<file path="src/rtl/imem_loader_pkg.sv">
// Shared encodings and sizes for the instruction-memory boot loader.
// Included by imem_loader and imem_byte_packer via import imem_loader_pkg::*.
package imem_loader_pkg;

  localparam int IMEM_ADDR_W    = 9;
  localparam int INST_W         = 16;
  localparam int IMEM_MAX_WORDS = 256;

  localparam logic [3:0] IMEM_LD_IDLE    = 4'd0;
  localparam logic [3:0] IMEM_LD_LEN_HI  = 4'd1;
  localparam logic [3:0] IMEM_LD_LEN_LO  = 4'd2;
  localparam logic [3:0] IMEM_LD_DATA_HI = 4'd3;
  localparam logic [3:0] IMEM_LD_DATA_LO = 4'd4;
  localparam logic [3:0] IMEM_LD_WRITE   = 4'd5;
  localparam logic [3:0] IMEM_LD_CHK     = 4'd6;
  localparam logic [3:0] IMEM_LD_DONE    = 4'd7;
  localparam logic [3:0] IMEM_LD_ERR     = 4'd8;

  // States in which the loader consumes a stream byte.
  function automatic logic ld_takes_byte(input logic [3:0] st);
    case (st)
      IMEM_LD_LEN_HI, IMEM_LD_LEN_LO, IMEM_LD_DATA_HI,
      IMEM_LD_DATA_LO, IMEM_LD_CHK: ld_takes_byte = 1'b1;
      default:                      ld_takes_byte = 1'b0;
    endcase
  endfunction

  function automatic logic ld_is_busy(input logic [3:0] st);
    ld_is_busy = ld_takes_byte(st) || (st == IMEM_LD_WRITE);
  endfunction

endpackage

</file>
<file path="src/rtl/imem_byte_packer.sv">
// Latches hi then lo data byte and presents {hi,lo} with a word_rdy pulse the cycle after lo.
// Keeps the running 8-bit data-byte sum when IMEM_LOADER_CHECKSUM_EN is defined.
module imem_byte_packer
  import imem_loader_pkg::*;
(
  input  logic              clk,
  input  logic              rst_n,
  input  logic              i_clr,
  input  logic              i_hi_we,
  input  logic              i_lo_we,
  input  logic [7:0]        i_byte,
  output logic [INST_W-1:0] o_word,
  output logic              o_word_rdy
`ifdef IMEM_LOADER_CHECKSUM_EN
  ,
  output logic [7:0]        o_sum8
`endif
);

  logic [7:0] r_hi;
  logic [7:0] r_lo;
  logic       r_word_rdy;

  always_ff @(posedge clk or negedge rst_n) begin
    if (!rst_n) begin
      r_hi       <= 8'h00;
      r_lo       <= 8'h00;
      r_word_rdy <= 1'b0;
    end else begin
      r_word_rdy <= i_lo_we;
      if (i_hi_we) r_hi <= i_byte;
      if (i_lo_we) r_lo <= i_byte;
    end
  end

  assign o_word     = {r_hi, r_lo};
  assign o_word_rdy = r_word_rdy;

`ifdef IMEM_LOADER_CHECKSUM_EN
  logic [7:0] r_sum8;

  always_ff @(posedge clk or negedge rst_n) begin
    if (!rst_n) begin
      r_sum8 <= 8'h00;
    end else if (i_clr) begin
      r_sum8 <= 8'h00;
    end else if (i_hi_we || i_lo_we) begin
      r_sum8 <= r_sum8 + i_byte;
    end
  end

  assign o_sum8 = r_sum8;
`endif

endmodule

</file>
<file path="src/rtl/imem_loader.sv">
// Boot loader: length-prefixed big-endian byte stream -> 16-bit imem writes at 0,2,4,..; cpu held while busy.
// >=3 cycles per word, byte_ready low in WRITE/IDLE/DONE/ERR; IMEM_LOADER_CHECKSUM_EN adds a trailing sum byte.
module imem_loader
  import imem_loader_pkg::*;
#(
  parameter int ADDR_W    = IMEM_ADDR_W,
  parameter int DATA_W    = INST_W,
  parameter int MAX_WORDS = IMEM_MAX_WORDS
) (
  input  logic              clk,
  input  logic              rst_n,
  input  logic              start,
  input  logic [7:0]        byte_in,
  input  logic              byte_valid,
  output logic              byte_ready,
  output logic              mem_we,
  output logic [ADDR_W-1:0] mem_addr,
  output logic [DATA_W-1:0] mem_wdata,
  output logic              busy,
  output logic              done,
  output logic              error,
  output logic              cpu_hold
);

`ifdef IMEM_LOADER_CHECKSUM_EN
  localparam logic [3:0] ST_TAIL = IMEM_LD_CHK;
`else
  localparam logic [3:0] ST_TAIL = IMEM_LD_DONE;
`endif

  logic [3:0]        r_state;
  logic [3:0]        w_state_nxt;
  logic [7:0]        r_len_hi;
  logic [ADDR_W-1:0] r_len;
  logic [ADDR_W-2:0] r_idx;

  logic              w_accept;
  logic              w_start;
  logic [15:0]       w_len;
  logic              w_last;
  logic              w_hi_we;
  logic              w_lo_we;
  logic [INST_W-1:0] w_word;
  logic              w_word_rdy;

  assign byte_ready = ld_takes_byte(r_state);
  assign w_accept   = byte_valid && byte_ready;
  assign w_start    = start && !ld_is_busy(r_state);
  assign w_len      = {r_len_hi, byte_in};
  assign w_last     = (ADDR_W'(r_idx) == (r_len - ADDR_W'(1)));
  assign w_hi_we    = w_accept && (r_state == IMEM_LD_DATA_HI);
  assign w_lo_we    = w_accept && (r_state == IMEM_LD_DATA_LO);

`ifdef IMEM_LOADER_CHECKSUM_EN
  logic [7:0] w_sum8;
  logic [7:0] w_chk_total;

  assign w_chk_total = w_sum8 + byte_in;
`endif

  imem_byte_packer u_packer (
    .clk        (clk),
    .rst_n      (rst_n),
    .i_clr      (w_start),
    .i_hi_we    (w_hi_we),
    .i_lo_we    (w_lo_we),
    .i_byte     (byte_in),
    .o_word     (w_word),
    .o_word_rdy (w_word_rdy)
`ifdef IMEM_LOADER_CHECKSUM_EN
    ,
    .o_sum8     (w_sum8)
`endif
  );

  always_comb begin
    w_state_nxt = r_state;
    case (r_state)
      IMEM_LD_IDLE, IMEM_LD_DONE, IMEM_LD_ERR: begin
        if (w_start) w_state_nxt = IMEM_LD_LEN_HI;
      end
      IMEM_LD_LEN_HI: begin
        if (w_accept) w_state_nxt = IMEM_LD_LEN_LO;
      end
      IMEM_LD_LEN_LO: begin
        if (w_accept) begin
          if (w_len == 16'd0)                  w_state_nxt = ST_TAIL;
          else if (w_len > 16'(MAX_WORDS))     w_state_nxt = IMEM_LD_ERR;
          else                                 w_state_nxt = IMEM_LD_DATA_HI;
        end
      end
      IMEM_LD_DATA_HI: begin
        if (w_accept) w_state_nxt = IMEM_LD_DATA_LO;
      end
      IMEM_LD_DATA_LO: begin
        if (w_accept) w_state_nxt = IMEM_LD_WRITE;
      end
      IMEM_LD_WRITE: begin
        w_state_nxt = w_last ? ST_TAIL : IMEM_LD_DATA_HI;
      end
`ifdef IMEM_LOADER_CHECKSUM_EN
      IMEM_LD_CHK: begin
        if (w_accept) w_state_nxt = (w_chk_total == 8'h00) ? IMEM_LD_DONE : IMEM_LD_ERR;
      end
`endif
      default: w_state_nxt = IMEM_LD_IDLE;
    endcase
  end

  always_ff @(posedge clk or negedge rst_n) begin
    if (!rst_n) begin
      r_state  <= IMEM_LD_IDLE;
      r_len_hi <= 8'h00;
      r_len    <= '0;
      r_idx    <= '0;
    end else begin
      r_state <= w_state_nxt;
      if (w_start) begin
        r_idx <= '0;
      end
      if (w_accept && (r_state == IMEM_LD_LEN_HI)) begin
        r_len_hi <= byte_in;
      end
      if (w_accept && (r_state == IMEM_LD_LEN_LO)) begin
        r_len <= w_len[ADDR_W-1:0];
      end
      // Index stays on the last word so it can never wrap past MAX_WORDS-1.
      if ((r_state == IMEM_LD_WRITE) && !w_last) begin
        r_idx <= r_idx + 1'b1;
      end
    end
  end

  assign mem_we    = (r_state == IMEM_LD_WRITE) && w_word_rdy;
  assign mem_addr  = {r_idx, 1'b0};
  assign mem_wdata = w_word;
  assign busy      = ld_is_busy(r_state);
  assign cpu_hold  = busy;
  assign done      = (r_state == IMEM_LD_DONE);
  assign error     = (r_state == IMEM_LD_ERR);

endmodule
</file>
<file path="config.mk">
export PLATFORM = sky130hd
export DESIGN_NAME = imem_loader
export DESIGN_NICKNAME = d
export VERILOG_FILES = /design/src/rtl/imem_loader_pkg.sv /design/src/rtl/imem_byte_packer.sv /design/src/rtl/imem_loader.sv
export SDC_FILE = /design/constraint.sdc
export NUM_CORES = 1
export LEC_CHECK = 0
export CAP_MARGIN = 20
export CORE_MARGIN = 3
export CORE_UTILIZATION = 47
export DETAILED_ROUTE_END_ITERATION = 7
export HOLD_SLACK_MARGIN = 0.02
export PLACE_DENSITY = 0.84
export SYNTH_ARGS = -nofsm -noshare
export SYNTH_HDL_FRONTEND = slang
export SYNTH_HIERARCHICAL = 1
export SYNTH_SLANG_ARGS = --single-unit
</file>
<file path="constraint.sdc">
create_clock -name clk -period 6.4 [get_ports clk]
set_clock_uncertainty 0.05 [all_clocks]
set_input_delay 1.28 -clock clk [delete_from_list [all_inputs] [get_ports clk]]
set_output_delay 1.28 -clock clk [all_outputs]
set_load 0.02 [all_outputs]
</file>
==> impl_metrics.toml <==
[floorplan]
io_pins = 43
floorplan.initialDensity_pct = 50.8
core_area_um2 = 4940
die_h_um = 79.1
die_x_um = 79.1
std_cell_rows = 25
die-area_um2 = 6260

[logic_synthesis]
synth_area_per_cell_um2 = 11.4
ys_warn_count = 6
async_flop_share_pct = 100
synth_common_cells = "dfrtp_1 (46), mux2_2 (18), mux2_4 (16)"
synthDistinctLibCells = 45
yosys_most_used_dff = "dfrtp_1"
ys_ff_latch = 46
synthXorXnorAreaFrac_pct = 4.83
synth_fa_ha_area_share_pct = 0.996
seq_area_frac_synth_pct = 45.8
synthesis.area_um2 = 2510
synth_compound_area_share_pct = 9.71
synth_area_leaders = "dfrtp_1 (46%), mux2_4 (9.6%), mux2_2 (8.1%)"
yosysMostFrequentCell = "dfrtp_1"
synth-edff-count = 0
synth_top_area_cell = "dfrtp_1"
synth.top_cell.area_share_pct = 45.8
synthSimpleGateAreaFrac_pct = 14.8
syn_nets = 235
synth_top_family_by_area = "multiplexers"
synthMuxAreaShare_pct = 19.2
synthesis.instances = 221

[clocking]
clk_path_buf_depth = 2
clk_pin_slew_worst_paths_ns = 0.08
cts_sinks = 46
insertion_delay_ns = 0.30
cts_tree = "done"
cts_resized = 0
cts-buffers-inserted = 5
post-cts-setup-buffers = 0
root_buffer = "clkbuf_8"
postCtsHoldBufs = 0
cts.htree.levels = 2

[routing]
avgViaCountPerCell = 5.55
drcViolationCount = 0
drtPass1Iterations = 4
num_vias = 1821
initialDrtViolationCount = 128
wl_per_cell_um = 16.5
totalWireLength_mm = 5.42
antenna_left = 0

[timing]
slew_violations = 0
finalCritPeriodShare_pct = 57.1
setup_viol = 0
final.setup.tns_ns = 0
fin_crit_ns = 3.66
max_slew_margin_pct = 35.8
tightestPinTransition_ns = 0.959
setup_slack_ns = 2.74
fmax_mhz = 274
finalHoldViolCount = 0
rsz0062_at_grt = "false"

[setup_path]
crit_buf_inv = 1
slowest_delay_ns = 0.60
worstPathRequired_ns = 5.07
start_kind = "register"
arrival_ns = 2.33
crit_type = "register to primary output"
crit_fanout = 14
crit_family = "simple AND/OR/NAND/NOR gates"
cp_slowest_cell = "clkdlybuf4s50_1"
path_cells = "nand2b_1, nor2_1, and2_1, clkdlybuf4s50_1"
cp-end-kind = "primary output"

[global_routing]
track_usage_pct = 18.7
gr-usage-met1_pct = 24.9
grt_pass1_vias = 1873
overflow = 0
grt_max_degree = 47
grt_first_pass_wirelength_mm = 9.15
gr-usage-met2_pct = 30.6
grt_use_met3_pct = 4.31
antenna_found_initial = 0
grt-busiest-layer = "met2"

[placed_design]
gp_congestion = 0.933
dp.cells = 319
hpwl_mm = 3.97
post-place-ws_ns = 3.11
dpl_cell_area_um2 = 2940
portBuffers = 41

[finish]
nets = 274
finalInstanceArea_um2 = 3070
drive_gt1_share_pct = 20.3
fin_cells = 328
diodes = 0
synthToLayoutAreaGrowth_pct = 22.4

[outcome]
status = "finished clean"

[min_path]
min_path_type = "register to register"

[power]
power_density_nw_per_um2 = 468
p_leak_nw = 1.30
vdd_drop_max_mv = 0.370

[flow_run]
drv_cap = 0
==> cells in the final DEF, fill, tap and decap left out, types with 3 or more instances in the layout <==
master / count
dfrtp_1: 46
clkdlybuf4s50_1: 40
mux2_2: 18
mux2_4: 16
inv_1: 11
nor2_1: 11
xnor2_1: 11
nand2_1: 10
nor3_1: 8
o21ai_0: 8
nand2b_1: 7
a21oi_1: 6
and3_1: 5
nand3_1: 5
clkbuf_8: 5
nor4_1: 4
mux2i_1: 4
o221ai_1: 4
and3b_1: 3
a21o_1: 3
==> path summary, 6_finish.rpt <==
check / startpoint / to / slack (ns) / cells past startpoint
hold reg to reg: r_len[7] / r_len[7] / 0.46 / 1
min in group asynchronous: rst_n / u_packer/r_hi[5] / 0.73 / 1
setup / recovery: r_state[1] / mem_we / 2.74 / 4
setup reg to reg: r_len[2] / r_idx[5] / 3.82 / 6
hold / removal: r_len[7] / r_len[7] / 0.46 / 1
max in group asynchronous: rst_n / r_state[2] / 5.14 / 2
==> metal layers <==
layer  vias up  part of all wire, %
li1        867                    -
met1       912                   45
met2        35                   51
met3         7                  2.8
met4         0                  1.3
met5         -                    0
==> per-stage QoR <==
| step | utilization (%) | hold WS (ns) | total power, mW |
|---|---|---|---|
| final | 62.2 | 0.464 | 1.44 |
| after global routing | 62.2 | 0.494 | 1.53 |
| after CTS | 61.8 | 0.465 | 1.44 |
| after detailed placement | 59.6 | 0.444 | 1.23 |
| after global placement | 59.6 | 0.439 | 1.19 |
| after floorplan | - | 0.429 | 0.994 |
==> cell families (layout without fill, tap and decap cells) <==
family,Yosys count,in the layout
other cells,1,1
buf+inv,22,62
xor+xnor,13,13
mux,38,38
simple gates,65,65
flops,46,46
compound gates,34,34
fa+ha+maj,2,2
==> where the power goes <==
group          switching [mW]  internal (mW)  total (mW)
Combinational           0.317          0.373       0.690
Clock                  0.0996          0.117       0.216
Sequential              0.122          0.411       0.533
==> registers in the layout, indices dropped and copies added (netlist names) <==
name                 cells
r_state                  4
u_packer/o_word_rdy      1
r_len_hi                 8
r_len                    9
u_packer/r_lo            8
r_idx                    8
u_packer/r_hi            8
==> layout make-up <==
type | instances | area [um2]
Multi-Input combinational cell | 153 | 1250
Timing Repair Buffer | 43 | 433
Fill cell | 410 | 1870
Sequential cell | 46 | 1150
Clock inverter | 2 | 37.5
Tap cell | 67 | 83.8
Inverter | 11 | 41.3
Clock buffer | 6 | 72.6
==> worst register-to-register path, cell delays in order, from the launching register on <==
cell	delay, ns
dfrtp_1	0.48
or4_4	0.58
or4_4	0.47
xnor2_2	0.19
o22ai_2	0.16
o21ai_4	0.30
o221ai_1	0.20
Power figures use the tool's default switching activity.
